## src/rtl/vga_timing_pkg.sv

```systemverilog
// Shared VGA timing constants, polarity levels and the aligned sync-bundle type
// used by the timing generator and its output delay line.
package vga_timing_pkg;

  localparam logic POL_ACTIVE_LOW  = 1'b0;
  localparam logic POL_ACTIVE_HIGH = 1'b1;

  // 640x480 @ 60 Hz, 25.175 MHz pixel clock
  localparam int VGA_H_ACTIVE = 640;
  localparam int VGA_H_FP     = 16;
  localparam int VGA_H_PULSE  = 96;
  localparam int VGA_H_BP     = 48;
  localparam int VGA_V_ACTIVE = 480;
  localparam int VGA_V_FP     = 10;
  localparam int VGA_V_PULSE  = 2;
  localparam int VGA_V_BP     = 33;
  localparam logic VGA_H_POL  = POL_ACTIVE_LOW;
  localparam logic VGA_V_POL  = POL_ACTIVE_LOW;

  // 800x600 @ 60 Hz, 40 MHz pixel clock
  localparam int SVGA_H_ACTIVE = 800;
  localparam int SVGA_H_FP     = 40;
  localparam int SVGA_H_PULSE  = 128;
  localparam int SVGA_H_BP     = 88;
  localparam int SVGA_V_ACTIVE = 600;
  localparam int SVGA_V_FP     = 1;
  localparam int SVGA_V_PULSE  = 4;
  localparam int SVGA_V_BP     = 23;
  localparam logic SVGA_H_POL  = POL_ACTIVE_HIGH;
  localparam logic SVGA_V_POL  = POL_ACTIVE_HIGH;

  // Bundle kept together through the delay line so all five stay aligned.
  typedef struct packed {
    logic h_sync;
    logic v_sync;
    logic active;
    logic line_start;
    logic frame_start;
  } vga_sync_t;

  function automatic int h_total(input int active, input int fp, input int pulse, input int bp);
    return active + fp + pulse + bp;
  endfunction

  function automatic int v_total(input int active, input int fp, input int pulse, input int bp);
    return active + fp + pulse + bp;
  endfunction

endpackage

```

## src/rtl/sync_delay_line.sv

```systemverilog
// Enable-gated shift register for the aligned sync bundle; DEPTH=0 is a
// straight pass-through so the top needs no special casing.
module sync_delay_line #(
  parameter int               WIDTH     = 5,
  parameter int               DEPTH     = 0,
  parameter logic [WIDTH-1:0] RESET_VAL = '0
) (
  input  logic             clk,
  input  logic             rst,
  input  logic             en,
  input  logic [WIDTH-1:0] din,
  output logic [WIDTH-1:0] dout
);

  if (DEPTH == 0) begin : g_wire
    logic unused_ctrl;
    assign unused_ctrl = ^{clk, rst, en};
    assign dout = din;
  end else begin : g_shift
    logic [WIDTH-1:0] stage_q [DEPTH];
    logic [WIDTH-1:0] stage_d [DEPTH];

    always_comb begin
      for (int i = 0; i < DEPTH; i++) stage_d[i] = stage_q[i];
      if (en) begin
        stage_d[0] = din;
        for (int i = 1; i < DEPTH; i++) stage_d[i] = stage_q[i-1];
      end
    end

    always_ff @(posedge clk) begin
      if (rst) begin
        for (int i = 0; i < DEPTH; i++) stage_q[i] <= RESET_VAL;
      end else begin
        for (int i = 0; i < DEPTH; i++) stage_q[i] <= stage_d[i];
      end
    end

    assign dout = stage_q[DEPTH-1];
  end

endmodule

```

## src/rtl/vga_sync_timing_gen.sv

```systemverilog
// Parametrised VGA timing generator: column/row counters, sync/active window
// decode registered one pixel behind the counters, optional aligned delay.
module vga_sync_timing_gen
  import vga_timing_pkg::*;
#(
  parameter int   H_ACTIVE   = VGA_H_ACTIVE,
  parameter int   H_FP       = VGA_H_FP,
  parameter int   H_PULSE    = VGA_H_PULSE,
  parameter int   H_BP       = VGA_H_BP,
  parameter int   V_ACTIVE   = VGA_V_ACTIVE,
  parameter int   V_FP       = VGA_V_FP,
  parameter int   V_PULSE    = VGA_V_PULSE,
  parameter int   V_BP       = VGA_V_BP,
  parameter logic H_POL      = VGA_H_POL,
  parameter logic V_POL      = VGA_V_POL,
  parameter int   SYNC_DELAY = 0,
  localparam int  H_TOTAL    = h_total(H_ACTIVE, H_FP, H_PULSE, H_BP),
  localparam int  V_TOTAL    = v_total(V_ACTIVE, V_FP, V_PULSE, V_BP),
  localparam int  CW         = $clog2(H_TOTAL),
  localparam int  RW         = $clog2(V_TOTAL)
) (
  input  logic          CLK,
  input  logic          i_Reset,
  input  logic          i_Pix_En,
  output logic          o_H_Sync,
  output logic          o_V_Sync,
  output logic          o_Active,
  output logic [CW-1:0] o_Col,
  output logic [RW-1:0] o_Row,
  output logic          o_Line_Start,
  output logic          o_Frame_Start
);

  if (H_FP < 1 || H_PULSE < 1 || H_BP < 1 || V_FP < 1 || V_PULSE < 1 || V_BP < 1 ||
      SYNC_DELAY < 0 || SYNC_DELAY > 7) begin : g_bad_params
    $error("vga_sync_timing_gen: porch/pulse widths must be nonzero and SYNC_DELAY within 0..7");
  end

  localparam logic [CW-1:0] COL_LAST    = CW'(H_TOTAL - 1);
  localparam logic [RW-1:0] ROW_LAST    = RW'(V_TOTAL - 1);
  localparam logic [CW-1:0] COL_ACT_END = CW'(H_ACTIVE);
  localparam logic [RW-1:0] ROW_ACT_END = RW'(V_ACTIVE);
  localparam logic [CW-1:0] HS_START    = CW'(H_ACTIVE + H_FP);
  localparam logic [CW-1:0] HS_END      = CW'(H_ACTIVE + H_FP + H_PULSE);
  localparam logic [RW-1:0] VS_START    = RW'(V_ACTIVE + V_FP);
  localparam logic [RW-1:0] VS_END      = RW'(V_ACTIVE + V_FP + V_PULSE);

  localparam vga_sync_t SYNC_IDLE = '{h_sync: ~H_POL, v_sync: ~V_POL, active: 1'b0,
                                      line_start: 1'b0, frame_start: 1'b0};

  logic [CW-1:0] col_q, col_d;
  logic [RW-1:0] row_q, row_d;
  vga_sync_t     decode;
  vga_sync_t     sync_q, sync_d;
  vga_sync_t     sync_out;

  always_comb begin
    col_d = col_q;
    row_d = row_q;
    if (i_Pix_En) begin
      if (col_q == COL_LAST) begin
        col_d = '0;
        row_d = (row_q == ROW_LAST) ? '0 : row_q + RW'(1);
      end else begin
        col_d = col_q + CW'(1);
      end
    end
  end

  // Row only moves on the column wrap, so v_sync naturally changes at line start.
  always_comb begin
    decode             = SYNC_IDLE;
    decode.h_sync      = (col_q >= HS_START && col_q < HS_END) ? H_POL : ~H_POL;
    decode.v_sync      = (row_q >= VS_START && row_q < VS_END) ? V_POL : ~V_POL;
    decode.active      = (col_q < COL_ACT_END) && (row_q < ROW_ACT_END);
    decode.line_start  = (col_q == '0);
    decode.frame_start = (col_q == '0) && (row_q == '0);
    sync_d             = i_Pix_En ? decode : sync_q;
  end

  always_ff @(posedge CLK) begin
    if (i_Reset) begin
      col_q  <= '0;
      row_q  <= '0;
      sync_q <= SYNC_IDLE;
    end else begin
      col_q  <= col_d;
      row_q  <= row_d;
      sync_q <= sync_d;
    end
  end

  sync_delay_line #(
    .WIDTH     ($bits(vga_sync_t)),
    .DEPTH     (SYNC_DELAY),
    .RESET_VAL (SYNC_IDLE)
  ) u_sync_delay (
    .clk  (CLK),
    .rst  (i_Reset),
    .en   (i_Pix_En),
    .din  (sync_q),
    .dout (sync_out)
  );

  assign o_Col         = col_q;
  assign o_Row         = row_q;
  assign o_H_Sync      = sync_out.h_sync;
  assign o_V_Sync      = sync_out.v_sync;
  assign o_Active      = sync_out.active;
  assign o_Line_Start  = sync_out.line_start;
  assign o_Frame_Start = sync_out.frame_start;

endmodule
```

## config.mk

```make
export PLATFORM = sky130hd
export DESIGN_NAME = vga_sync_timing_gen
export DESIGN_NICKNAME = d
export VERILOG_FILES = /design/src/rtl/vga_timing_pkg.sv /design/src/rtl/sync_delay_line.sv /design/src/rtl/vga_sync_timing_gen.sv
export SDC_FILE = /design/constraint.sdc
export NUM_CORES = 1
export LEC_CHECK = 0
export BUFFER_PORTS_ARGS = -buffer_cell sky130_fd_sc_hd__clkbuf_2
export CORE_ASPECT_RATIO = 1.1
export CORE_MARGIN = 1
export CORE_UTILIZATION = 45
export DETAILED_ROUTE_END_ITERATION = 10
export PLACE_DENSITY = 0.68
export SYNTH_ARGS = -nofsm -noshare
export SYNTH_HDL_FRONTEND = slang
export SYNTH_HIERARCHICAL = 1
export SYNTH_SLANG_ARGS = --single-unit
```

## constraint.sdc

```tcl
create_clock -name CLK -period 1.8 [get_ports CLK]
set_input_delay 0.36 -clock CLK [delete_from_list [all_inputs] [get_ports CLK]]
set_output_delay 0.36 -clock CLK [all_outputs]
set_load 0.005 [all_outputs]
```

Word level (Yosys, flattened, before mapping)
Cells that the tools add are included.
{"block": "op_classes", "n_shift": 0, "reduce_logical": 7, "div_mod_pow": 0, "add_sub_neg": 2, "magnitude_cmp": 6, "n_mux": 4, "n_bitwise": 0, "n_eq_ne": 2, "n_mul": 0}
{"operator": "$add A10 B1 Y10 const B", "count": 2}
{"operator": "$eq A10 B10 Y1 const B", "count": 2}
{"operator": "$logic_not A10 Y1", "count": 2}
{"operator": "$lt A10 B10 Y1 const B", "count": 2}
{"operator": "$lt A10 B9 Y1 const B", "count": 2}
{"operator": "$mux W10", "count": 2}
{"operator": "$ge A10 B10 Y1 const B", "count": 1}
{"operator": "$ge A10 B9 Y1 const B", "count": 1}
{"operator": "$logic_and A1 B1 Y1", "count": 4}
{"operator": "$mux W1", "count": 2}
{"operator": "$reduce_and A2 Y1", "count": 1}
{"block": "totals", "mem_bits_ro": 0, "word_cells": 28, "ram_bits": 0, "register_bits": 25, "out_inout_bits": 25, "inputBits": 3, "memories": 0, "latchBits": 0}

Logic depth before layout (Yosys ltp)
Gate-level depths: netlist of the first run.
{"block": "logic_depth", "ltp_word": 3, "mapped_depth": 6, "mapped_depth_nobuf": 6}

Modules after synthesis
The synthesis of the first run kept the hierarchy.
{"module": "vga_sync_timing_gen", "area_per_inst_um2": 1280.0, "seq_area_each_um2": 500.5, "cells_per_inst": 142, "n_inst": 1}
{"module": "sync_delay_line", "area_per_inst_um2": 37.5, "seq_area_each_um2": 0.0, "cells_per_inst": 5, "n_inst": 1}

Worst setup path before layout of the first run
OpenSTA, ideal clock, no wires.
{"block": "synth_timing", "path_kind": "register to register", "from": "register col_q[0], in the netlist o_Col[0]", "to": "register row_q[9], in the netlist o_Row[9]", "t_arrival_ns": 1.487, "required_time_ns": 1.734, "slack_ns": 0.247, "setup_time_ns": 0.066, "stages_incl_launch_ff": 7, "path_cell_list": "dfxtp_1 -> ha_1 -> and4_1 -> buf_6 -> nand4_4 -> or3_1 -> a21oi_2"}
{"block": "synth_between", "elab_chain_len": 2}
{"item": "start, declared", "line": "vga_sync_timing_gen.sv:51", "text": "logic [CW-1:0] col_q, col_d;"}
{"item": "start signal, assigned", "line": "vga_sync_timing_gen.sv:87", "text": "col_q <= col_d;"}
{"item": "$eq A10 B10 Y1", "line": "vga_sync_timing_gen.sv:61", "text": "if (col_q == COL_LAST) begin"}
{"item": "$reduce_and A2 Y1 (no line)"}
{"item": "end signal, assigned", "line": "vga_sync_timing_gen.sv:88", "text": "row_q <= row_d;"}
{"item": "end, declared", "line": "vga_sync_timing_gen.sv:52", "text": "logic [RW-1:0] row_q, row_d;"}
No other way between the ends.
A chain may end at the register's enable or synchronous reset.

Worst setup path in the final report of the first run
{"block": "layout_timing", "from": "register col_q[1], in the netlist o_Col[1]", "to": "register row_q[9], in the netlist o_Row[9]"}
Same word-level chain as after synthesis.

==> key figures, run 1 <==
Status
  • Status: completed

Synth
  • Post-synthesis register bit count: 25
  • Post-synthesis adder-cell area fraction: 0.0475
  • Top cells by area, synth: dfxtp_1 38%, nor2_1 5.7%, xor2_1 5.3%, ha_1 4.7%, buf_4 3.4%
  • Yosys warns: 6
  • Synth cell types: 40
  • Synth area leader: dfxtp_1
  • Post-Synth Simple-Gate Area: 0.319
  • Mapped Avg Cell Area: 8.96 um2
  • Synth Area in Compound Gates: 0.0931
  • Sequential fraction of the synthesis area: 0.380
  • Synth Instances: 147
  • Main combinational cell family by area after synthesis: simple AND/OR/NAND/NOR gates
  • Post-synthesis mux area share: 0.0152
  • Mapped cell area: 1320 um2
  • Yosys top cell area share: 0.380
  • Syn Nets: between 150 and 200
  • Synthesized-area fraction occupied by xor and xnor cells: 0.0798

Setup path
  • Critical Path RT: slightly above 2 ns
  • CP max FO: 6
  • CP Class: flip-flop to flip-flop
  • CP startpoint kind: flip-flop
  • CP Capture Type: flip-flop
  • R2R depth: 5
  • Arr. time, crit path: around 1.9 ns

Place
  • I/O Buffers: 27
  • Pre-CTS worst setup slack: 0.0678 ns
  • Placed cell area: 1470 um2
  • Placed cell count: 203
  • Dpl hpwl: 2120 um
  • GPL Wtd Cong: 0.832

Route
  • Avg Vias per Cell: 5.53
  • DRT antenna net count: 0
  • Routed len/inst: 13.4 um
  • Via count: 1144
  • DRT Wirelength: 2770 um
  • DRC Markers: 0
  • First-pass DRT Iterations: 4
  • Drt initial violations: 22

CTS
  • Clk slew on worst S/H paths: 0.13 ns
  • Root buffer cell: clkbuf_4
  • Insertion delay to the later sink of the worst-skew pair: 0.32 ns
  • H-tree depth: 1
  • CTS Buffer Depth: 2
  • CTS buffer count: 3
  • Cts hold-fix bufs: 0
  • Clock sinks: 25
  • CTS tree: yes

Floorplanning
  • Die H: 58.8 um
  • Total core area: 2780 um2
  • # rows: 20
  • IO Pins: 28
  • Starting Density: 0.474
  • Die X: roughly 54 um
  • Die ar.: 3150 um2

Cells and area
  • Most frequent cells in the layout: 27 x clkbuf_2, 25 x dfxtp_1, 20 x nor2_1
  • Commonest non-fill, non-tap cell in the layout: clkbuf_2
  • Fin cells: 207
  • Proportion of layout cells with a drive suffix above 1: 0.259
  • Final #Nets: 183
  • Post-Route Utilization: 0.539
  • Finished Cell Area: 1500 um2
  • Area delta synth->final: 13.6%
  • N_diodes: 0

Min path
  • Hold path depth: 2
  • Hold WC Path Type: input port to flip-flop

Timing
  • Post-route minimum period: about 1.7 ns
  • Final WS setup: 0.122 ns
  • Final period util: 0.932
  • Hold Vio Cnt, Final: 0
  • RSZ-0062 raised after global routing: false
  • Fin Clk Skew: 0.00563 ns
  • Fmax: 596 MHz
  • Max-slew violations: 0
  • Max-slew headroom at the worst pin: 0.781
  • Worst Tran Pin Value: 0.326 ns
  • Number of setup violations in the final report: 0
  • Fin Setup TNS: 0 ns

Pwr
  • Peak VDD IR: between 0.4 and 0.5 mV
  • Static Leak: 0.631 nW
  • Pwr Density: 593 nW/um2

Flow run
  • Max-cap violations: 0

Global routing
  • First-pass GRT wire length: 4760 um
  • Vias in the first global route: 1062
  • GRT Overall Usage: 0.206
  • Largest net degree at the start of global routing: 17
  • Initial antenna violation count: 0
  • Grt ovf: 0
metal layers:
metal  GRT usage  vias up  routed length, um
met5           0        -                  0
met4      0.0977        0                 55
met3      0.0310        7                 59
met2       0.321       22               1390
met1       0.274      545               1270
li1            -      570                  -
stage by stage:
step | hold WS (ns) | power [W]
after floorplan | 0.440 | 0.000633
after global placement | 0.455 | 0.000651
after detailed placement | 0.463 | 0.000653
after CTS | 0.411 | 0.000899
after global routing | 0.421 | 0.000943
final | 0.420 | 0.000888
sequential cells by signal, indices dropped and copies added, names as in the netlist:
signal / cells
sync_q: 5
o_Row: 10
o_Col: 10
power breakdown:
part,switching (W),internal [W]
logic,0.0000361,0.0000315
clock network,0.000165,0.0000833
registers,0.00000712,0.000565
total,0.000208,0.000680
Yosys cell counts, drive strengths merged:
cell     instances
a2bb2oi          1
a31oi            1
o31ai            1
dfxtp           25
or3              3
nor4             3
nor2b            1
nor4b            1
ha               5
and3             3
nor3b            1
clkbuf           2
nor3             2
and4             5
o21bai           2
a21oi            6
xnor2            4
nor2            21
nand2            8
o21ai            6
nand4b           2
nand2b           3
a211o            1
mux2i            2
nor4bb           1
buf              7
and4b            1
nand4            5
inv              6
o41ai            1
nand3            9
xor2             8
path summary, 6_finish.rpt:
check | start | to | slack [ns]
setup reg to reg | o_Col[1] | o_Row[9] | 0.12
hold reg to reg | sync_q[2] | sync_q[2] | 0.48
setup / recovery | o_Col[1] | o_Row[9] | 0.12
hold / removal | i_Reset | sync_q[1] | 0.42
final cells by class:
cell class | count | area [um2]
fill | 268 | 1280
tap | 33 | 41.3
multi-input combinational | 107 | 732
inverter | 6 | 22.5
clock buffer | 3 | 22.5
clock inverter | 1 | 5.00
timing repair buffer | 32 | 173
sequential | 25 | 500
what timing repair did:
item | in CTS | in global routing
endpoints found under the setup margin | 0 | 5
setup buffers | 0 | 0
resized for setup | 0 | 1
worst max-delay path: stages (launching register included):
cell,delay [ns]
dfxtp_1,0.41
ha_1,0.19
and4_2,0.36
nand4_4,0.14
or3_1,0.38
a21oi_2,0.14
kinds of logic (layout without fill, tap and decap cells):
logic type               count (synthesis)  in the layout
adder cells (fa/ha/maj)                  5              5
AO/OA/AOI/OAI                           19             19
XOR/XNOR                                12             12
multiplexers                             2              2
buffers and inverters                   15             42
AND/OR/NAND/NOR                         69             69
flip-flops                              25             25
Power figures use the tool's default switching activity.
==> run 2: changes to the inputs <==
Settings changed: ABC_AREA set to 1, CAP_MARGIN set to 10, PLACE_DENSITY 0.68 to 0.67, SKIP_CTS_REPAIR_TIMING set to 1.
==> run 2 against run 1 <==
  * The flow now finishes with violations (design-rule violations)
  * Clock skew shrank 0.0038 ns
  * Sequential share of layout area is 2.9 points lower
  * Critical path depth is 3 higher
  * Fmax increased by 10%
  * Critical endpoint unchanged
  * Routed wire length grew 16%
  * Register-to-register slack better by 0.16 ns
  * Die area grew 12%
  * Synthesized area rose by 13%
==> key figures, run 2 <==
Status
  • Status: finished with violations (was completed)
  • Failing checks: design-rule violations

CTS
  • H-tree depth: 1 (unchanged)
  • Clock sinks: 25 (unchanged)
  • CTS Buffer Depth: 2 (unchanged)
  • Clk slew on worst S/H paths: 0.14 ns (was 0.13 ns)
  • Insertion delay to the later sink of the worst-skew pair: 0.32 ns (about the same)
  • CTS tree: yes (unchanged)
  • Root buffer cell: clkbuf_4 (unchanged)
  • CTS buffer count: 3 (unchanged)

Place
  • GPL Wtd Cong: 0.820 (was 0.832)
  • I/O Buffers: 27 (unchanged)
  • Dpl hpwl: 2530 um (was 2120 um)
  • Placed cell count: 269 (was 203)

Cells and area
  • Proportion of layout cells with a drive suffix above 1: 0.238 (was 0.259)
  • Final #Nets: 248 (was 183)
  • Most frequent cells in the layout: 49 x nand2_1, 32 x nor2_1, 27 x clkbuf_2 (was 27 x clkbuf_2, 25 x dfxtp_1, 20 x nor2_1)
  • N_diodes: 0 (unchanged)
  • Commonest non-fill, non-tap cell in the layout: nand2_1 (was clkbuf_2)
  • Layout fillers: 311 (was 268)
  • Fin cells: 273 (was 207)
  • Area delta synth->final: 10.5% (was 13.6%)

Route
  • DRC Markers: 3 (was 0)
  • Avg Vias per Cell: 5.03 (was 5.53)
  • DRT antenna net count: 0 (unchanged)
  • First-pass DRT Iterations: 7 (was 4)
  • Routed len/inst: 11.8 um (was 13.4 um)
  • DRT Wirelength: 3230 um (was 2770 um)
  • Drt initial violations: 52 (was 22)
  • Via count: 1372 (was 1144)

Synth
  • Mapped Avg Cell Area: 6.90 um2 (was 8.96 um2)
  • Synth Instances: 215 (was 147)
  • Yosys warns: 6 (unchanged)
  • Top cells by area, synth: dfxtp_1 34%, nand2_1 12%, nor2_1 8.1%, nand3_1 6.4%, inv_1 5.1% (was dfxtp_1 38%, nor2_1 5.7%, xor2_1 5.3%, ha_1 4.7%, buf_4 3.4%)
  • Post-synth EDFFs: 0 (unchanged)
  • Post-synthesis register bit count: 25 (unchanged)
  • Post-synth top cells: 49 x nand2_1, 32 x nor2_1, 25 x dfxtp_1, 20 x inv_1, 19 x nand3_1 (was 25 x dfxtp_1, 20 x nor2_1, 8 x nand2_1, 8 x nand3_1, 8 x xor2_1)
  • Most frequent cell after synthesis: nand2_1 (was dfxtp_1)
  • Yosys top cell area share: 0.338 (was 0.380)
  • Synth area leader: dfxtp_1 (unchanged)
  • Synth cell types: 32 (was 40)
  • Sequential fraction of the synthesis area: 0.338 (was 0.380)
  • FFs w/ async S/R, synth: 0 (unchanged)
  • Syn Nets: 223 (was 155)
  • Synth Flop Type: dfxtp_1 (unchanged)
  • Mapped cell area: 1480 um2 (was 1320 um2)

Timing
  • Fmax: 657 MHz (was 596 MHz)
  • Post-route minimum period: 1.52 ns (was 1.68 ns)
  • Max-slew violations: 0 (unchanged)
  • Worst Tran Pin Value: 0.344 ns (was 0.326 ns)
  • Final period util: 0.845 (was 0.932)
  • Max-slew headroom at the worst pin: 0.769 (was 0.781)
  • Fin Clk Skew: 0.00182 ns (was 0.00563 ns)
  • Fin Setup TNS: 0 ns (unchanged)
  • Hold Vio Cnt, Final: 0 (unchanged)
  • Number of setup violations in the final report: 0 (unchanged)
  • RSZ-0062 raised after global routing: false (unchanged)

Pwr
  • Peak VDD IR: 0.341 mV (was 0.487 mV)
  • Pwr Density: 554 nW/um2 (was 593 nW/um2)
  • Static Leak: 0.708 nW (was 0.631 nW)

Setup path
  • Crit Reg-Reg Endpoint: o_Row[9] (unchanged)
  • Arr. time, crit path: 1.76 ns (was 1.94 ns)
  • Critical-path top delay cell: dfxtp_1 (unchanged)
  • CP Capture Type: flip-flop (unchanged)
  • Critical Path RT: 2.04 ns (was 2.07 ns)
  • CP startpoint kind: flip-flop (unchanged)
  • Reg-to-Reg Start: o_Col[0] (was o_Col[1])
  • CP Class: flip-flop to flip-flop (unchanged)
  • R2R depth: 8 (was 5)
  • Worst path cell trace: ha_1 -> nand3_2 -> clkinv_2 -> nand3_4 -> nand2_4 -> nand2_2 -> nand2_1 -> nor2_1 (was ha_1 -> and4_2 -> nand4_4 -> or3_1 -> a21oi_2)
  • CP max FO: 8 (was 6)
  • R2r setup slk: 0.28 ns (was 0.12 ns)
  • Largest stage delay on the critical path: 0.44 ns (was 0.41 ns)

Global routing
  • Initial antenna violation count: 0 (unchanged)
  • Grt ovf: 0 (unchanged)
  • Vias in the first global route: 1255 (was 1062)
  • Largest net degree at the start of global routing: 16 (was 17)
  • First-pass GRT wire length: 5640 um (was 4760 um)
  • GRT Overall Usage: 0.200 (was 0.206)

Floorplanning
  • Starting Density: 0.478 (was 0.474)
  • # rows: 21 (was 20)
  • Die ar.: 3530 um2 (was 3150 um2)
  • Die X: 56.7 um (was 53.6 um)
  • IO Pins: 28 (unchanged)
  • Total core area: 3100 um2 (was 2780 um2)
  • Die H: 62.2 um (was 58.8 um)

Min path
  • Worst Hold Endpoint: o_Row[8] (was sync_q[1])
  • Hold path start: i_Reset (unchanged)
  • Hold path depth: 3 (was 2)
  • Hold WC Path Type: input port to flip-flop (unchanged)

Flow run
  • Max-cap violations: 0 (unchanged)
[run 2: changes by cell type in the layout (fill, tap and decap cells not counted), sizes merged, moves of 4 or more]
cell	change
a21oi	+5
and4	-5
buf	-4
inv	+20
nand2	+44
nand3	+12
nor2	+18
nor3	+6
xnor2	-4
xor2	-6
[run 2: final cells by class]
cell class	count	area (um2)	share of cell area
clock buffer	3	22.5	0.0137
clock inverter	1	7.51	0.00458
inverter	27	105	0.0641
multi-input combinational	155	818	0.499
sequential	25	500	0.305
tap	34	42.5	0.0260
timing repair buffer	28	143	0.0870
[run 2: worst max path at each step]
stage | startpoint | to | slack, ns | depth (start not counted)
final | o_Col[0] | o_Row[9] | 0.28 | 8
after global placement | o_Col[0] | o_Row[9] | 0.29 | 8
after floorplan | o_Col[0] | o_Row[9] | 0.49 | 8
after detailed placement | o_Col[0] | o_Row[9] | 0.27 | 8
after CTS | o_Col[0] | o_Row[9] | 0.26 | 8
after global routing | o_Col[0] | o_Row[9] | 0.11 | 8
[run 2: critical path: cells and delay by family, from the launching register on]
family	cells	cell delay, ns
simple gates	6	0.61
fa+ha+maj	1	0.25
flops	1	0.44
buf+inv	1	0.13
[run 2: power by group]
group	total, W	internal [W]	switching [W]	leakage, nW
logic	0.0000703	0.0000270	0.0000433	0.491
registers	0.000576	0.000566	0.0000107	0.203
clock network	0.000262	0.0000850	0.000177	0.0139
[run 2: logic make-up after synthesis]
kind of cell    count (synthesis)  share of synthesized area
fa+ha+maj                       5                     0.0422
xor+xnor                        2                     0.0118
simple gates                  126                      0.407
compound gates                 22                     0.0911
buf+inv                        35                      0.111
flops                          25                      0.338
[run 2: metal layers]
layer | share of wire | up-vias | routed length (um) | GRT usage
met5 | 0 | - | 0 | 0
met2 | 0.48 | 25 | 1560 | 0.341
met3 | 0.033 | 5 | 105 | 0.0292
met4 | 0.012 | 0 | 40 | 0.0640
met1 | 0.47 | 606 | 1520 | 0.256
li1 | - | 736 | - | -
[run 2: per-stage QoR]
| stage | hold slack, ns | total power [W] | util | worst slack (ns) | cell area, um2 |
|---|---|---|---|---|---|
| final | 0.365 | 0.000908 | 0.529 | 0.279 | 1640 |
| after global routing | 0.381 | 0.000957 | 0.529 | 0.111 | 1640 |
| after global placement | 0.457 | 0.000658 | 0.519 | 0.293 | 1610 |
| after floorplan | 0.442 | 0.000643 | - | 0.493 | 1480 |
| after CTS | 0.358 | 0.000920 | 0.529 | 0.255 | 1640 |
| after detailed placement | 0.469 | 0.000659 | 0.519 | 0.274 | 1610 |
